### src/rtl/multi_alarm_controller.sv
// Multi-channel daily alarm controller: set, select, match, ring,
// snooze, dismiss and unanswered-ring timeout.
module multi_alarm_controller #(
  parameter int NUM_ALARMS        = 4,
  parameter int SNOOZE_MINS       = 9,
  parameter int RING_TIMEOUT_MINS = 5,
  localparam int IW = $clog2(NUM_ALARMS)
) (
  input  logic                  clk,
  input  logic                  reset,
  input  logic                  btn_set,
  input  logic                  btn_inc_hours,
  input  logic                  btn_inc_mins,
  input  logic                  btn_select,
  input  logic                  btn_snooze,
  input  logic                  btn_dismiss,
  input  logic [7:0]            real_hours,
  input  logic [7:0]            real_mins,
  input  logic                  min_tick,
  output logic [IW-1:0]         sel_index,
  output logic [7:0]            sel_hours,
  output logic [7:0]            sel_mins,
  output logic [NUM_ALARMS-1:0] alarm_enabled,
  output logic                  setting,
  output logic                  ringing,
  output logic [IW-1:0]         ring_index,
  output logic                  snoozed
);

  typedef enum logic [2:0] {
    S_IDLE,
    S_SET_H,
    S_SET_M,
    S_RING,
    S_SNZ
  } state_e;

  state_e state_q, state_d;

  logic [5:0] btn, btn_q, pr;

  logic [NUM_ALARMS-1:0][7:0] hours_q, hours_d;
  logic [NUM_ALARMS-1:0][7:0] mins_q, mins_d;
  logic [NUM_ALARMS-1:0]      en_q, en_d;
  logic [IW-1:0]              sel_q, sel_d;
  logic [IW-1:0]              ring_idx_q, ring_idx_d;
  logic [7:0]                 snz_h_q, snz_h_d;
  logic [7:0]                 snz_m_q, snz_m_d;
  logic [3:0]                 tmo_q, tmo_d;

  logic          real_ok;
  logic          any_match;
  logic          hit;
  logic [IW-1:0] hit_idx;
  logic          snz_hit;
  logic [3:0]    tmo_next;
  logic          tmo_done;
  logic [7:0]    m_sum, m_tgt;
  logic          m_carry;
  logic [7:0]    h_sum, h_tgt;
  logic [7:0]    cur_h, cur_m;

  wire pr_set   = pr[0];
  wire pr_inc_h = pr[1];
  wire pr_inc_m = pr[2];
  wire pr_sel   = pr[3];
  wire pr_snz   = pr[4];
  wire pr_dis   = pr[5];

  assign btn = {btn_dismiss, btn_snooze, btn_select,
                btn_inc_mins, btn_inc_hours, btn_set};
  assign pr  = btn & ~btn_q;

  assign real_ok = (real_hours < 8'd24) && (real_mins < 8'd60);
  assign cur_h   = hours_q[sel_q];
  assign cur_m   = mins_q[sel_q];

  // Scan downward so the lowest matching index is the one kept.
  always_comb begin
    any_match = 1'b0;
    hit_idx   = '0;
    for (int i = NUM_ALARMS - 1; i >= 0; i--) begin
      if (en_q[i] && hours_q[i] == real_hours
          && mins_q[i] == real_mins) begin
        any_match = 1'b1;
        hit_idx   = IW'(i);
      end
    end
  end

  assign hit = any_match && min_tick && real_ok;

  assign snz_hit = min_tick && real_ok
                   && real_hours == snz_h_q
                   && real_mins == snz_m_q;

  assign tmo_next = tmo_q + 4'd1;
  assign tmo_done = tmo_next == 4'(RING_TIMEOUT_MINS);

  assign m_sum   = real_mins + 8'(SNOOZE_MINS);
  assign m_carry = m_sum >= 8'd60;
  assign m_tgt   = m_carry ? m_sum - 8'd60 : m_sum;
  assign h_sum   = real_hours + {7'd0, m_carry};
  assign h_tgt   = (h_sum >= 8'd24) ? h_sum - 8'd24 : h_sum;

  always_ff @(posedge clk or posedge reset) begin
    if (reset) begin
      state_q <= S_IDLE;
    end else begin
      state_q <= state_d;
    end
  end

  always_comb begin
    state_d = state_q;
    unique case (state_q)
      S_IDLE: begin
        if (hit)          state_d = S_RING;
        else if (pr_set)  state_d = S_SET_H;
      end
      S_SET_H: begin
        if (!pr_inc_h && pr_set) state_d = S_SET_M;
      end
      S_SET_M: begin
        if (!pr_inc_m && pr_set) state_d = S_IDLE;
      end
      S_RING: begin
        if (pr_dis)                     state_d = S_IDLE;
        else if (pr_snz)                state_d = S_SNZ;
        else if (min_tick && tmo_done)  state_d = S_IDLE;
      end
      S_SNZ: begin
        if (pr_dis)        state_d = S_IDLE;
        else if (snz_hit)  state_d = S_RING;
      end
      default: state_d = S_IDLE;
    endcase
  end

  always_comb begin
    hours_d    = hours_q;
    mins_d     = mins_q;
    en_d       = en_q;
    sel_d      = sel_q;
    ring_idx_d = ring_idx_q;
    snz_h_d    = snz_h_q;
    snz_m_d    = snz_m_q;
    tmo_d      = tmo_q;
    unique case (state_q)
      S_IDLE: begin
        if (hit) begin
          ring_idx_d = hit_idx;
          tmo_d      = '0;
        end else if (pr_set) begin
          sel_d = sel_q;
        end else if (pr_sel) begin
          sel_d = (sel_q == IW'(NUM_ALARMS - 1))
                  ? '0 : sel_q + IW'(1);
        end else if (pr_dis) begin
          en_d[sel_q] = 1'b0;
        end
      end
      S_SET_H: begin
        if (pr_inc_h)
          hours_d[sel_q] = (cur_h >= 8'd23) ? 8'd0 : cur_h + 8'd1;
      end
      S_SET_M: begin
        if (pr_inc_m)
          mins_d[sel_q] = (cur_m >= 8'd59) ? 8'd0 : cur_m + 8'd1;
        else if (pr_set)
          en_d[sel_q] = 1'b1;
      end
      S_RING: begin
        if (pr_dis) begin
          tmo_d = tmo_q;
        end else if (pr_snz) begin
          snz_h_d = h_tgt;
          snz_m_d = m_tgt;
        end else if (min_tick) begin
          tmo_d = tmo_next;
        end
      end
      S_SNZ: begin
        if (!pr_dis && snz_hit) tmo_d = '0;
      end
      default: tmo_d = tmo_q;
    endcase
  end

  always_ff @(posedge clk or posedge reset) begin
    if (reset) begin
      btn_q      <= '0;
      hours_q    <= '0;
      mins_q     <= '0;
      en_q       <= '0;
      sel_q      <= '0;
      ring_idx_q <= '0;
      snz_h_q    <= '0;
      snz_m_q    <= '0;
      tmo_q      <= '0;
    end else begin
      btn_q      <= btn;
      hours_q    <= hours_d;
      mins_q     <= mins_d;
      en_q       <= en_d;
      sel_q      <= sel_d;
      ring_idx_q <= ring_idx_d;
      snz_h_q    <= snz_h_d;
      snz_m_q    <= snz_m_d;
      tmo_q      <= tmo_d;
    end
  end

  always_comb begin
    sel_index     = sel_q;
    sel_hours     = cur_h;
    sel_mins      = cur_m;
    alarm_enabled = en_q;
    ring_index    = ring_idx_q;
    setting       = (state_q == S_SET_H) || (state_q == S_SET_M);
    ringing       = state_q == S_RING;
    snoozed       = state_q == S_SNZ;
  end

endmodule

### config.mk
export PLATFORM = sky130hd
export DESIGN_NAME = multi_alarm_controller
export DESIGN_NICKNAME = d
export VERILOG_FILES = /design/src/rtl/multi_alarm_controller.sv
export SDC_FILE = /design/constraint.sdc
export NUM_CORES = 1
export LEC_CHECK = 0
export BUFFER_PORTS_ARGS = -buffer_cell sky130_fd_sc_hd__buf_2
export CAP_MARGIN = 20
export CORE_MARGIN = 3
export CORE_UTILIZATION = 55
export DETAILED_ROUTE_END_ITERATION = 8
export GPL_TIMING_DRIVEN = 0
export PLACE_DENSITY = 0.81
export RECOVER_POWER = 25
export SLEW_MARGIN = 20
export SYNTH_ARGS = -nofsm -noshare
export SYNTH_HDL_FRONTEND = slang
export SYNTH_SLANG_ARGS = --single-unit
### constraint.sdc
create_clock -name clk -period 2.41 [get_ports clk]
set_input_delay 0 -clock clk [delete_from_list [all_inputs] [get_ports clk]]
set_output_delay 0 -clock clk [all_outputs]
set_load 0.1 [all_outputs]
# After elaboration in Yosys (flattened, before gate mapping)
# Cells that the tools add are included.
# word_totals
regBits	101
out_inout_bits	27
wordCells	152
in_bits	25
# classes
n_reduce_logical	34
magnitude_cmp	8
bitwise_logic	8
muxes	46
n_addsub	8
eq_ne	32
# ops
operator	count
8-bit equality test	10
32-bit bitwise mux	2
8-bit 2-to-1 mux	7
4-bit 2-to-1 mux	11
8-bit binary-select mux with 2-bit select	2
3-bit 2-to-1 mux	9
2-bit != test, second input constant	12
1-bit logical AND	19
8-bit by 1-bit adder with 8-bit output, second input constant	2
8-bit demux with 2-bit select	1
8-bit by 5-bit >= comparator with 1-bit output, second input constant	2
8-bit by 6-bit >= comparator with 1-bit output, second input constant	2
3-bit one-hot mux with 5 select lines	1
4-bit one-hot mux with 3 select lines	1
2-bit 2-to-1 mux	5
8-bit by 1-bit adder with 8-bit output	1
8-bit by 4-bit adder with 8-bit output, second input constant	1
8-bit by 5-bit < comparator with 1-bit output, second input constant	1
8-bit by 6-bit < comparator with 1-bit output, second input constant	1
4-bit one-hot mux with 2 select lines	1
8-bit by 5-bit subtractor with 8-bit output, second input constant	1
8-bit by 6-bit subtractor with 8-bit output, second input constant	1
7-bit AND reduction	1
6-bit bitwise AND	1
30 further kinds	41

# Logic depth before layout (Yosys ltp)
# Gate-level depths: netlist of the first run.
# depth
ltp_word	11
depth_mapped	15
ltp_nobuf	14

# Least setup slack after synthesis of the first run
# OpenSTA, ideal clock, no wires.
# synth_timing
path_type	register to register
startpoint	reg sel_q[0] (netlist: sel_index[0])
endpoint	reg hours_q[16] (netlist bit)
t_required_ns	2.312
arrival_ns	3.491
period_less_slack_ns	3.590
setup_ns	0.098
path_slack_ns	-1.180
path_buffers	3
path_stages_with_launch	10
cell_sequence	dfrtp_1 > buf_2 > buf_2 > mux4_2 > ha_1 > nand2_1 > nand2b_1 > a21o_1 > buf_2 > o31ai_1
# synth_via
elab_chain_len	5
word_cells_on_any_way	11
cone_classes	add/sub: 1; order compare: 3; mux: 6; reduce/logical: 1
# synth_rtl
item	line	rtl
start, declared	45	logic [IW-1:0] sel_q, sel_d;
start signal, assigned	206	sel_q <= sel_d;
8-bit binary-select mux with 2-bit select	75	assign cur_h = hours_q[sel_q];
8-bit 2-to-1 mux (not written as such)	75	
named net sel_hours[1]	21	output logic [7:0] sel_hours,
8-bit by 5-bit >= comparator with 1-bit output	165	hours_d[sel_q] = (cur_h >= 8'd23) ? 8'd0 : cur_h + 8'd1;
8-bit 2-to-1 mux	165	
32-bit bitwise mux	165	
end signal, assigned	203	hours_q <= hours_d;
end, declared	42	logic [NUM_ALARMS-1:0][7:0] hours_q, hours_d;
# The timed path passes the listed nets, and every way through them passes these cells. The select of a mux whose other input is x is not followed.
# A chain may end at the register's enable or synchronous reset.

# Final worst setup path of the first run
# layout_timing
startpoint	in real_mins[1]
endpoint	reg snz_h_q[3]
# layout_via
elab_chain_len	5
word_cells_on_any_way	6
cone_classes	add/sub: 3; order compare: 2; mux: 1
# layout_rtl
item	line	rtl
start, declared	18	input logic [7:0] real_mins,
8-bit by 4-bit adder with 8-bit output *	100	assign m_sum = real_mins + 8'(SNOOZE_MINS);
8-bit by 6-bit >= comparator with 1-bit output *	101	assign m_carry = m_sum >= 8'd60;
8-bit by 1-bit adder with 8-bit output *	103	assign h_sum = real_hours + {7'd0, m_carry};
8-bit by 5-bit subtractor with 8-bit output / 8-bit by 5-bit >= comparator with 1-bit output (equally long branches)	104	assign h_tgt = (h_sum >= 8'd24) ? h_sum - 8'd24 : h_sum;
8-bit 2-to-1 mux *	104	
end signal, assigned	208	snz_h_q <= snz_h_d;
end, declared	47	logic [7:0] snz_h_q, snz_h_d;
# Every way passes the cells marked *; elsewhere a longest branch is shown, timed or not.

==> results of run 1 <==
-- per-layer routing --
layer | part of all wire, % | vias to the layer above
met1 | 39 | 2486
met3 | 7.7 | 46
met2 | 50 | 264
met5 | 0 | -
met4 | 3.6 | 0
li1 | - | 2326
-- timing repair --
action / 4_1_cts / 5_1_grt
gates resized for setup: 18 / 31
pin swaps: 9 / 14
buffers inserted: 4 / 15
hold buffers: 11 / 0
cloned: 0 / 1
hold endpoints to repair: 52 / 0
endpoints found under the setup margin: 24 / 49
-- through the flow --
| stage | setup TNS (ns) | utilization (%) | cells | worst slack [ns] | power (W) |
|---|---|---|---|---|---|
| floorplan | -19.49 | - | 614 | -0.5185 | 0.004350 |
| global placement | -2.737 | 63.27 | 791 | -0.7282 | 0.004826 |
| detailed placement | -3.674 | 63.84 | 794 | -0.8266 | 0.004909 |
| CTS | 0 | 68.15 | 825 | 0.001463 | 0.006207 |
| global route | -0.4917 | 70.86 | 840 | -0.08078 | 0.006772 |
| finish | 0 | 70.86 | 840 | 0.01901 | 0.006450 |
-- state kept, by name, indices dropped and copies added (netlist names), named ones only --
signal / count
sel_index: 2
mins_q: 32
snz_h_q: 8
ring_index: 2
state_q: 3
tmo_q: 4
btn_q: 6
snz_m_q: 8
hours_q: 32
-- how the worst max path moves through the flow --
stage | start | to | slack, ns | cells after the start
finish | real_mins[1] | snz_h_q[3] | 0.02 | 17
global route | real_mins[1] | snz_h_q[3] | -0.08 | 17
CTS | sel_index[0] | hours_q[19] | 0.001 | 9
detailed placement | real_mins[0] | snz_h_q[4] | -0.83 | 15
global placement | real_mins[0] | snz_h_q[4] | -0.73 | 15
floorplan | sel_index[0] | hours_q[19] | -0.52 | 9
-- cells by family after synthesis --
kind of cell / share of synthesized area, %
compound gates: 11.49
xor+xnor: 14.55
fa+ha+maj: 2.445
buf+inv: 3.993
flops: 41.16
mux: 9.576
simple gates: 16.79
-- power groups by stage --
stage          sequential, W  combinational [W]  clock (W)
5_1_grt              0.00231            0.00315    0.00131
6_report             0.00228            0.00296    0.00121
3_5_place_dp         0.00228            0.00263          0
2_1_floorplan        0.00239            0.00196          0
3_3_place_gp         0.00226            0.00257          0
4_1_cts              0.00224            0.00274    0.00122
-- worst max-delay path, delay by kind of cell --
family	cells	cell delay (ns)
buf+inv	3	0.37
xor+xnor	2	0.31
fa+ha+maj	3	0.62
simple gates	4	0.56
compound gates	5	0.77
-- cell usage in the layout (no fill, tap or decap), types with 4 or more instances in the layout --
cell | synthesis | routed
inv_1 | 14 | 12
mux2i_1 | 7 | 7
nand3_1 | 13 | 12
nor2b_1 | 10 | 10
nand2b_1 | 8 | 7
ha_4 | 0 | 5
clkbuf_8 | 0 | 11
nand2_1 | 94 | 91
buf_6 | 3 | 7
xnor2_1 | 23 | 17
nand4_1 | 4 | 4
o21ai_0 | 20 | 17
clkbuf_1 | 16 | 18
and2_1 | 21 | 21
nor3_1 | 10 | 8
buf_2 | 16 | 42
mux2_2 | 14 | 14
o211ai_1 | 4 | 4
ha_1 | 12 | 6
mux4_2 | 16 | 16
and3_1 | 5 | 4
dfrtp_1 | 101 | 98
nor4_2 | 1 | 5
buf_4 | 2 | 21
dlygate4sd3_1 | 0 | 11
o31ai_2 | 0 | 4
nor2_1 | 18 | 14
a21oi_1 | 11 | 7
nor4_1 | 17 | 12
buf_12 | 0 | 5
xnor2_2 | 0 | 5
o31ai_1 | 38 | 33
xor2_1 | 79 | 78
-- cell type report --
cell class / count / area (um2)
sequential: 101 / 2531
tap: 136 / 170.2
clock buffer: 9 / 123.9
timing repair buffer: 75 / 538.0
clock inverter: 7 / 98.84
buffer: 37 / 292.8
inverter: 14 / 57.56
multi-input combinational: 461 / 3700
fill: 744 / 3089
==> impl_metrics.env, run 1 <==
export IMPL_synth_distinct_cells=56
export IMPL_antenna_found_initial=0
export IMPL_ys_ff_latch=101
export IMPL_dpl_hpwl_um=12190
export IMPL_dpl_cell_area_um2=6768
export IMPL_cts_sinks=101
export IMPL_hold_viol=0
export IMPL_io_pins=52
export IMPL_syn_to_final_growth_pct=22.33
export IMPL_dr_first_iter_drc_count=395
export IMPL_setup_viol=0
export IMPL_fp_coreArea_um2=10600
export IMPL_die_w_um=111.7
export IMPL_rr_worst_depth=9
export IMPL_synth_most_common_cell="dfrtp_1"
export IMPL_reg2reg_to="hours_q[27]"
export IMPL_timing_rr_start="sel_index[0]"
export IMPL_synth_top_area_share_pct=41.16
export IMPL_drive_gt1_share_pct=26.70
export IMPL_p_int_w=0.003665
export IMPL_post_synth_top_area_cell="dfrtp_1"
export IMPL_io_buffers=41
export IMPL_crit_path_end_kind="flip-flop"
export IMPL_clock_path_buffers=2
export IMPL_drc_errors=0
export IMPL_grt_max_degree=34
export IMPL_die_area_um2=12470
export IMPL_min_from="real_mins[2]"
export IMPL_synth_seq_area_share_pct=41.16
export IMPL_busiest_layer="met2"
export IMPL_min_path_type="primary input to flip-flop"
export IMPL_holdPathStages=4
export IMPL_cts_max_level=3
export IMPL_stdcell_area_um2=7512
export IMPL_finalCriticalPeriod_ns=2.391
export IMPL_clk_pin_slew_worst_paths_ns=0.09
export IMPL_rsz0062_at_grt="yes"
export IMPL_relSlewSlack_pct=36.93
export IMPL_whs_ns=0.07967
export IMPL_vias_per_cell=6.098
export IMPL_die_y_um=111.7
export IMPL_drtAntennaViolNets=0
export IMPL_yosys_top_cells_area="dfrtp_1 (41%), xor2_1 (11%), mux4_2 (5.9%)"
export IMPL_grt_pass1_wl_um=26640
export IMPL_cts_root_buf="clkbuf_8"
export IMPL_whs_endpoint="snz_m_q[2]"
export IMPL_wl_per_cell_um=20.66
export IMPL_arrival_ns=2.66
export IMPL_syn_area_um2=6141
export IMPL_async_flop_share_pct=100.0
export IMPL_syn_inst=614
export IMPL_nNetsFinal=736
export IMPL_min_period_over_period_pct=99.21
export IMPL_synth_edf_count=0
export IMPL_max_stage_delay_ns=0.28
export IMPL_crit_slowest_cell="o211ai_1"
export IMPL_swShare_pct=43.18
export IMPL_cts_tree="done"
export IMPL_seq_power_share_pct=35.3
export IMPL_vdd_drop_max_mv=1.057
export IMPL_worstMarginPinSlew_ns=0.9389
export IMPL_crit_fanout=4
export IMPL_num_vias=5122
export IMPL_use_met1_pct=34.60
export IMPL_power_leakage_nw=3.485
export IMPL_critPathMostFrequentCell="ha_4"
export IMPL_startpoint_type="primary input"
export IMPL_ff2ff_setup_slack_ns=0.04
export IMPL_global_route_usage_met2_pct=45.52
export IMPL_first_global_vias=5058
export IMPL_combinationalPowerShare_pct=45.9
export IMPL_path_cells="buf_8 > buf_6 > and3_4 > xnor2_4 > ha_4 > nand2_4 > o211ai_1 > ha_2 > ha_4 > nand2b_4 > a21oi_2 > o21ai_2 > o2111ai_2 > nor2_2 > buf_4 > xnor2_2 > o21ai_1"
export IMPL_pwr_share_clk_pct=18.8
export IMPL_numCtsBuffers=9
export IMPL_rows=37
export IMPL_fmax_mhz=418.2
export IMPL_fin_worst_skew_ns=0.01712
export IMPL_synth_ff_type="dfrtp_1"
export IMPL_synth_nets=651
export IMPL_routed_wl_um=17350
export IMPL_path_class="primary input to flip-flop"
export IMPL_grt_util_met3_pct=5.924
export IMPL_slew_viol_final=0
export IMPL_first_pass_iters=5
export IMPL_drv_cap=0
export IMPL_overflow=0
export IMPL_gp_congestion=0.8886
export IMPL_required_ns=2.68
export IMPL_insertion_delay_ns=0.40
export IMPL_start_util_pct=57.93
export IMPL_track_usage_pct=27.23
export IMPL_power_density_nw_per_um2=858.7
export IMPL_p_sw_w=0.002785
export IMPL_synthTopCellsByCount="dfrtp_1 (101), nand2_1 (94), xor2_1 (79)"
export IMPL_yosys_warnings=0
export IMPL_status="complete, no violations"
export IMPL_diodes=0
export IMPL_syn_area_per_cell_um2=10.00
Note: power is estimated with default switching activity, not from simulation.
==> run 2: changes to the inputs <==
CORE_UTILIZATION = 54   (was 55)
PLACE_DENSITY = 0.82   (was 0.81)
==> run 2 against run 1 <==
Effect of this change: the run now ends with setup timing left; sequential share of layout area down 0.65 points; worst setup slack worse by 0.10 ns; sequential power about the same; wire length up 4.7%.
==> impl_metrics.env, run 2 (synthesized netlist as in run 1, its figures left out) <==
export IMPL_status="finished, violations left"
export IMPL_failed_checks="setup timing"
export IMPL_cts_tree="done"
export IMPL_min_path_type="primary input to flip-flop"
export IMPL_rsz0062_at_grt="yes"
export IMPL_combinationalPowerShare_pct=44.3
export IMPL_crit_slowest_cell="o211ai_1"
export IMPL_power_leakage_nw=3.564
export IMPL_clk_pin_slew_worst_paths_ns=0.07
export IMPL_path_cells="buf_6 > buf_6 > and3_4 > xnor2_4 > ha_2 > nand2_2 > o211ai_1 > ha_2 > ha_4 > nand2b_4 > a21oi_2 > o21ai_2 > o2111ai_2 > nor2_2 > a2bb2oi_1 > a31oi_1"
export IMPL_start_util_pct=55.91
export IMPL_reg_top3="hours_q: 32 flops, mins_q: 32 flops"
export IMPL_dpl_cell_area_um2=6780
export IMPL_drtAntennaViolNets=0
export IMPL_min_period_over_period_pct=103.5
export IMPL_p_int_w=0.003999
export IMPL_path_class="primary input to flip-flop"
export IMPL_dpl_hpwl_um=12150
export IMPL_setup_viol=2
export IMPL_numCtsBuffers=9
export IMPL_layout_commonest_cell="dfrtp_1"
export IMPL_relSlewSlack_pct=15.81
export IMPL_layout_common_cells="dfrtp_1 (99), nand2_1 (91), xor2_1 (77)"
export IMPL_vdd_drop_max_mv=0.9312
export IMPL_stdcell_area_um2=7656
export IMPL_drive_gt1_share_pct=29.25
export IMPL_path_delay_family="compound AO/OA/AOI/OAI gates"
export IMPL_max_stage_delay_ns=0.29
export IMPL_syn_to_final_growth_pct=24.67
export IMPL_routed_wl_um=18170
export IMPL_arrival_ns=2.69
export IMPL_grt_max_degree=33
export IMPL_slew_viol_final=0
export IMPL_die_y_um=112.6
export IMPL_rows=38
export IMPL_io_buffers=41
export IMPL_power_density_nw_per_um2=896.2
export IMPL_fmax_mhz=400.7
export IMPL_vias_per_cell=6.146
export IMPL_antenna_found_initial=0
export IMPL_grt_pass1_wl_um=27460
export IMPL_required_ns=2.60
export IMPL_drv_cap=0
export IMPL_swShare_pct=41.72
export IMPL_insertion_delay_ns=0.35
export IMPL_clock_path_buffers=2
export IMPL_overflow=0
export IMPL_crit_path_end_kind="flip-flop"
export IMPL_io_pins=52
export IMPL_first_pass_iters=5
export IMPL_die_area_um2=12690
export IMPL_cp_buffers_inverters=2
export IMPL_cts_root_buf="clkbuf_16"
export IMPL_final_util_pct=69.71
export IMPL_wl_per_cell_um=21.35
export IMPL_startpoint_type="primary input"
export IMPL_diodes=0
export IMPL_first_global_vias=5159
export IMPL_fp_coreArea_um2=10980
export IMPL_num_vias=5230
export IMPL_cts_max_level=3
export IMPL_fin_worst_skew_ns=0.006908
export IMPL_nNetsFinal=743
export IMPL_seq_power_share_pct=33.0
export IMPL_worstMarginPinSlew_ns=1.256
export IMPL_crit_fanout=4
export IMPL_p_sw_w=0.002863
export IMPL_cts_sinks=101
export IMPL_finalCriticalPeriod_ns=2.495
export IMPL_gp_congestion=0.9718
export IMPL_die_w_um=112.6
export IMPL_track_usage_pct=27.55
export IMPL_final_setup_worst_slack_ns=-0.08539
export IMPL_drc_errors=0
export IMPL_dr_first_iter_drc_count=527
export IMPL_hold_viol=0
export IMPL_pwr_share_clk_pct=22.8
run 2: stage by stage:
step	hold WS [ns]	cells	total power [W]	worst slack, ns	TNS, ns
floorplan	0.03143	614	0.004350	-0.5185	-19.49
global placement	0.1204	795	0.004824	-0.6898	-2.698
detailed placement	0.1205	798	0.004915	-0.8878	-4.511
CTS	0.009954	836	0.006598	0.0008216	0
global route	0.02784	851	0.007159	-0.1658	-0.5068
finish	0.007365	851	0.006862	-0.08539	-0.1433
run 2: worst paths after layout:
path	depth (start not counted)	slack [ns]	to	start
setup / recovery	16	-0.09	snz_h_q[4]	real_mins[1]
hold / removal	4	0.007	snz_h_q[0]	real_hours[0]
setup reg to reg	9	0.07	hours_q[17]	sel_index[0]
hold reg to reg	2	0.50	snz_m_q[0]	snz_m_q[0]
max in group asynchronous	5	0.62	btn_q[4]	reset
min in group asynchronous	3	0.45	hours_q[25]	reset
run 2: what timing repair did:
action	4_1_cts	5_1_grt
pin swaps	10	13
endpoints found under the hold margin	32	0
hold buffers	8	0
setup buffers	14	16
gates resized for setup	17	39
setup endpoints to repair	38	56
run 2: layout make-up:
class | instances | area [um2]
sequential | 101 | 2530
tap | 140 | 175.2
inverter | 14 | 57.56
fill | 762 | 3327
multi-input combinational | 461 | 3700
clock inverter | 4 | 55.05
buffer | 37 | 304.0
clock buffer | 12 | 266.5
timing repair buffer | 82 | 568.0
run 2: worst register-to-register path, delay by kind of cell, from the launching register on:
| family | cells | cell delay [ns] |
|---|---|---|
| muxes | 1 | 0.56 |
| AOI/OAI and AO/OA | 2 | 0.50 |
| buffers and inverters | 3 | 0.47 |
| DFF | 1 | 0.40 |
| adders and majority gates | 1 | 0.20 |
| and+or+nand+nor | 2 | 0.13 |
run 2: power by group through the flow:
stage	clock, W	sequential, W	combinational (W)
3_3_place_gp	0	0.00225	0.00258
6_report	0.00156	0.00226	0.00304
3_5_place_dp	0	0.00226	0.00265
4_1_cts	0.00157	0.00223	0.00280
5_1_grt	0.00163	0.00230	0.00323
2_1_floorplan	0	0.00239	0.00196
run 2: per-layer routing:
metal  wire, um  vias to the layer above  share of wire [%]  global-route usage [%]
li1           -                     2336                  -                       -
met1       7201                     2608                 40                   36.17
met2       9195                      245                 51                   44.75
met3       1297                       41                7.1                   5.930
met4        478                        0                2.6                   10.82
met5          0                        -                  0                       0
==> run 3: changes to the inputs <==
CORE_ASPECT_RATIO = 2   (was unset)
==> run 3 against run 2 <==
Effect of this change: the run still ends with setup timing left; total power shrank 0.60%; register-to-register slack worse by 0.02 ns; clock power hardly changed.
==> impl_metrics.env, run 3 (synthesized netlist as in run 1, its figures left out) <==
export IMPL_worstMarginPinSlew_ns=1.448
export IMPL_antenna_found_initial=0
export IMPL_cp_buffers_inverters=2
export IMPL_layout_common_cells="dfrtp_1 (98), nand2_1 (90), xor2_1 (78)"
export IMPL_layout_commonest_cell="dfrtp_1"
export IMPL_pwr_share_clk_pct=22.9
export IMPL_diodes=0
export IMPL_first_pass_iters=5
export IMPL_rows=54
export IMPL_gp_congestion=0.9462
export IMPL_syn_to_final_growth_pct=23.76
export IMPL_cp_depth=16
export IMPL_die_y_um=156.8
export IMPL_routed_wl_um=18500
export IMPL_reg_top3="hours_q: 32 flops, mins_q: 32 flops"
export IMPL_track_usage_pct=30.04
export IMPL_arrival_ns=2.62
export IMPL_fp_coreArea_um2=11010
export IMPL_dr_first_iter_drc_count=405
export IMPL_final_setup_worst_slack_ns=-0.03366
export IMPL_grt_pass1_wl_um=28420
export IMPL_critPathMostFrequentCell="ha_2"
export IMPL_relSlewSlack_pct=3.483
export IMPL_fin_worst_skew_ns=0.008224
export IMPL_min_path_type="primary input to flip-flop"
export IMPL_crit_end="snz_h_q[4]"
export IMPL_drive_gt1_share_pct=27.57
export IMPL_path_class="primary input to flip-flop"
export IMPL_drv_cap=0
export IMPL_rsz0062_at_grt="yes"
export IMPL_ff2ff_setup_slack_ns=0.05
export IMPL_setup_viol=1
export IMPL_timing_rr_start="mins_q[28]"
export IMPL_nFillCells=788
export IMPL_final_util_pct=69.01
export IMPL_dp_slack_ns=-0.8260
export IMPL_path_delay_family="compound AO/OA/AOI/OAI gates"
export IMPL_fmax_mhz=409.2
export IMPL_dpl_hpwl_um=13560
export IMPL_power_leakage_nw=3.524
export IMPL_vdd_drop_max_mv=0.5618
export IMPL_grt_max_degree=37
export IMPL_swShare_pct=42.02
export IMPL_power_density_nw_per_um2=897.5
export IMPL_cts_max_level=3
export IMPL_die_w_um=81.41
export IMPL_numCtsBuffers=9
export IMPL_die_area_um2=12770
export IMPL_io_buffers=41
export IMPL_cts_tree="done"
export IMPL_dpl_cell_area_um2=6773
export IMPL_crit_fanout=4
export IMPL_critPathLaunch="real_mins[1]"
export IMPL_p_sw_w=0.002866
export IMPL_hold_viol=0
export IMPL_path_cells="buf_8 > buf_6 > and3_4 > xnor2_4 > ha_2 > nand2_2 > o211ai_1 > ha_2 > ha_4 > nand2b_4 > a21oi_2 > o21ai_2 > o2111ai_4 > nor2_4 > a2bb2oi_2 > a31oi_1"
export IMPL_required_ns=2.59
export IMPL_cts_root_buf="clkbuf_16"
export IMPL_combinationalPowerShare_pct=43.9
export IMPL_finalCriticalPeriod_ns=2.444
export IMPL_insertion_delay_ns=0.35
export IMPL_max_stage_delay_ns=0.30
export IMPL_crit_slowest_cell="o211ai_1"
export IMPL_rr_worst_depth=7
export IMPL_failed_checks="setup timing"
export IMPL_stdcell_area_um2=7600
export IMPL_vias_per_cell=6.146
export IMPL_num_vias=5163
export IMPL_clk_pin_slew_worst_paths_ns=0.07
export IMPL_min_period_over_period_pct=101.4
export IMPL_wl_per_cell_um=22.03
export IMPL_p_int_w=0.003955
export IMPL_slew_viol_final=0
export IMPL_drc_errors=0
export IMPL_io_pins=52
export IMPL_reg2reg_to="sel_index[0]"
export IMPL_cts_sinks=101
export IMPL_status="finished, violations left"
export IMPL_clock_path_buffers=2
export IMPL_crit_path_end_kind="flip-flop"
export IMPL_seq_power_share_pct=33.2
export IMPL_drtAntennaViolNets=0
export IMPL_start_util_pct=55.76
export IMPL_first_global_vias=5396
export IMPL_whs_ns=0.003039
export IMPL_startpoint_type="primary input"
export IMPL_overflow=0
export IMPL_nNetsFinal=732
run 3: cell count changes in the layout (fill, tap and decap cells not counted), moves of 3 or more:
cell      change
o31ai_2       -4
clkbuf_8      -3
buf_4        -11
o31ai_1       +4
clkbuf_2      -3
clkbuf_1      +6
run 3: power groups by stage:
stage | combinational [W] | clock (W) | sequential, W
2_1_floorplan | 0.00196 | 0 | 0.00239
3_3_place_gp | 0.00263 | 0 | 0.00225
3_5_place_dp | 0.00271 | 0 | 0.00227
4_1_cts | 0.00284 | 0.00157 | 0.00226
5_1_grt | 0.00317 | 0.00163 | 0.00229
6_report | 0.00299 | 0.00156 | 0.00227
run 3: stage by stage:
step	std cells	TNS, ns	total power, W
global placement	795	-2.727	0.004880
CTS	830	-0.06986	0.006667
finish	840	-0.03366	0.006821
global route	840	-0.3971	0.007092
detailed placement	798	-4.327	0.004983
floorplan	614	-19.49	0.004350
run 3: tightest hold or removal path, cell delays in order:
cell	delay [ns]
buf_2	0.11
ha_4	0.12
nand2_1	0.04
nand2_1	0.05
run 3: how the worst min path moves through the flow:
stage / from / depth (start not counted) / endpoint
after floorplan: btn_set / 0 / btn_q[0]
after global placement: btn_inc_mins / 1 / btn_q[2]
after detailed placement: reset / 2 / snz_m_q[4]
after CTS: real_hours[1] / 4 / snz_h_q[1]
after global routing: real_hours[1] / 4 / snz_h_q[1]
final: real_hours[1] / 4 / snz_h_q[1]
run 3: final cells by class:
class	count	area [um2]	share of cell area, %
Tap cell	140	175.2	2.305
Clock buffer	11	232.7	3.062
Multi-Input combinational cell	461	3729	49.06
Sequential cell	101	2531	33.31
Timing Repair Buffer	71	494.2	6.503
Clock inverter	5	82.58	1.087
Inverter	14	57.56	0.7573
Buffer	37	297.8	3.918
run 3: repair_timing:
item,CTS,global route
endpoints found under the setup margin,50,48
hold buffers,8,0
resized for setup,18,39
setup buffers,9,10
hold endpoints to repair,39,0
pin swaps,11,15
run 3: metal layers:
metal / global-route usage (%) / vias up / wire length [um]
met4: 21.19 / 0 / 1466
met5: 0 / - / 0
met1: 32.02 / 2546 / 6255
met3: 3.571 / 82 / 770
li1: - / 2306 / -
met2: 53.00 / 229 / 10010
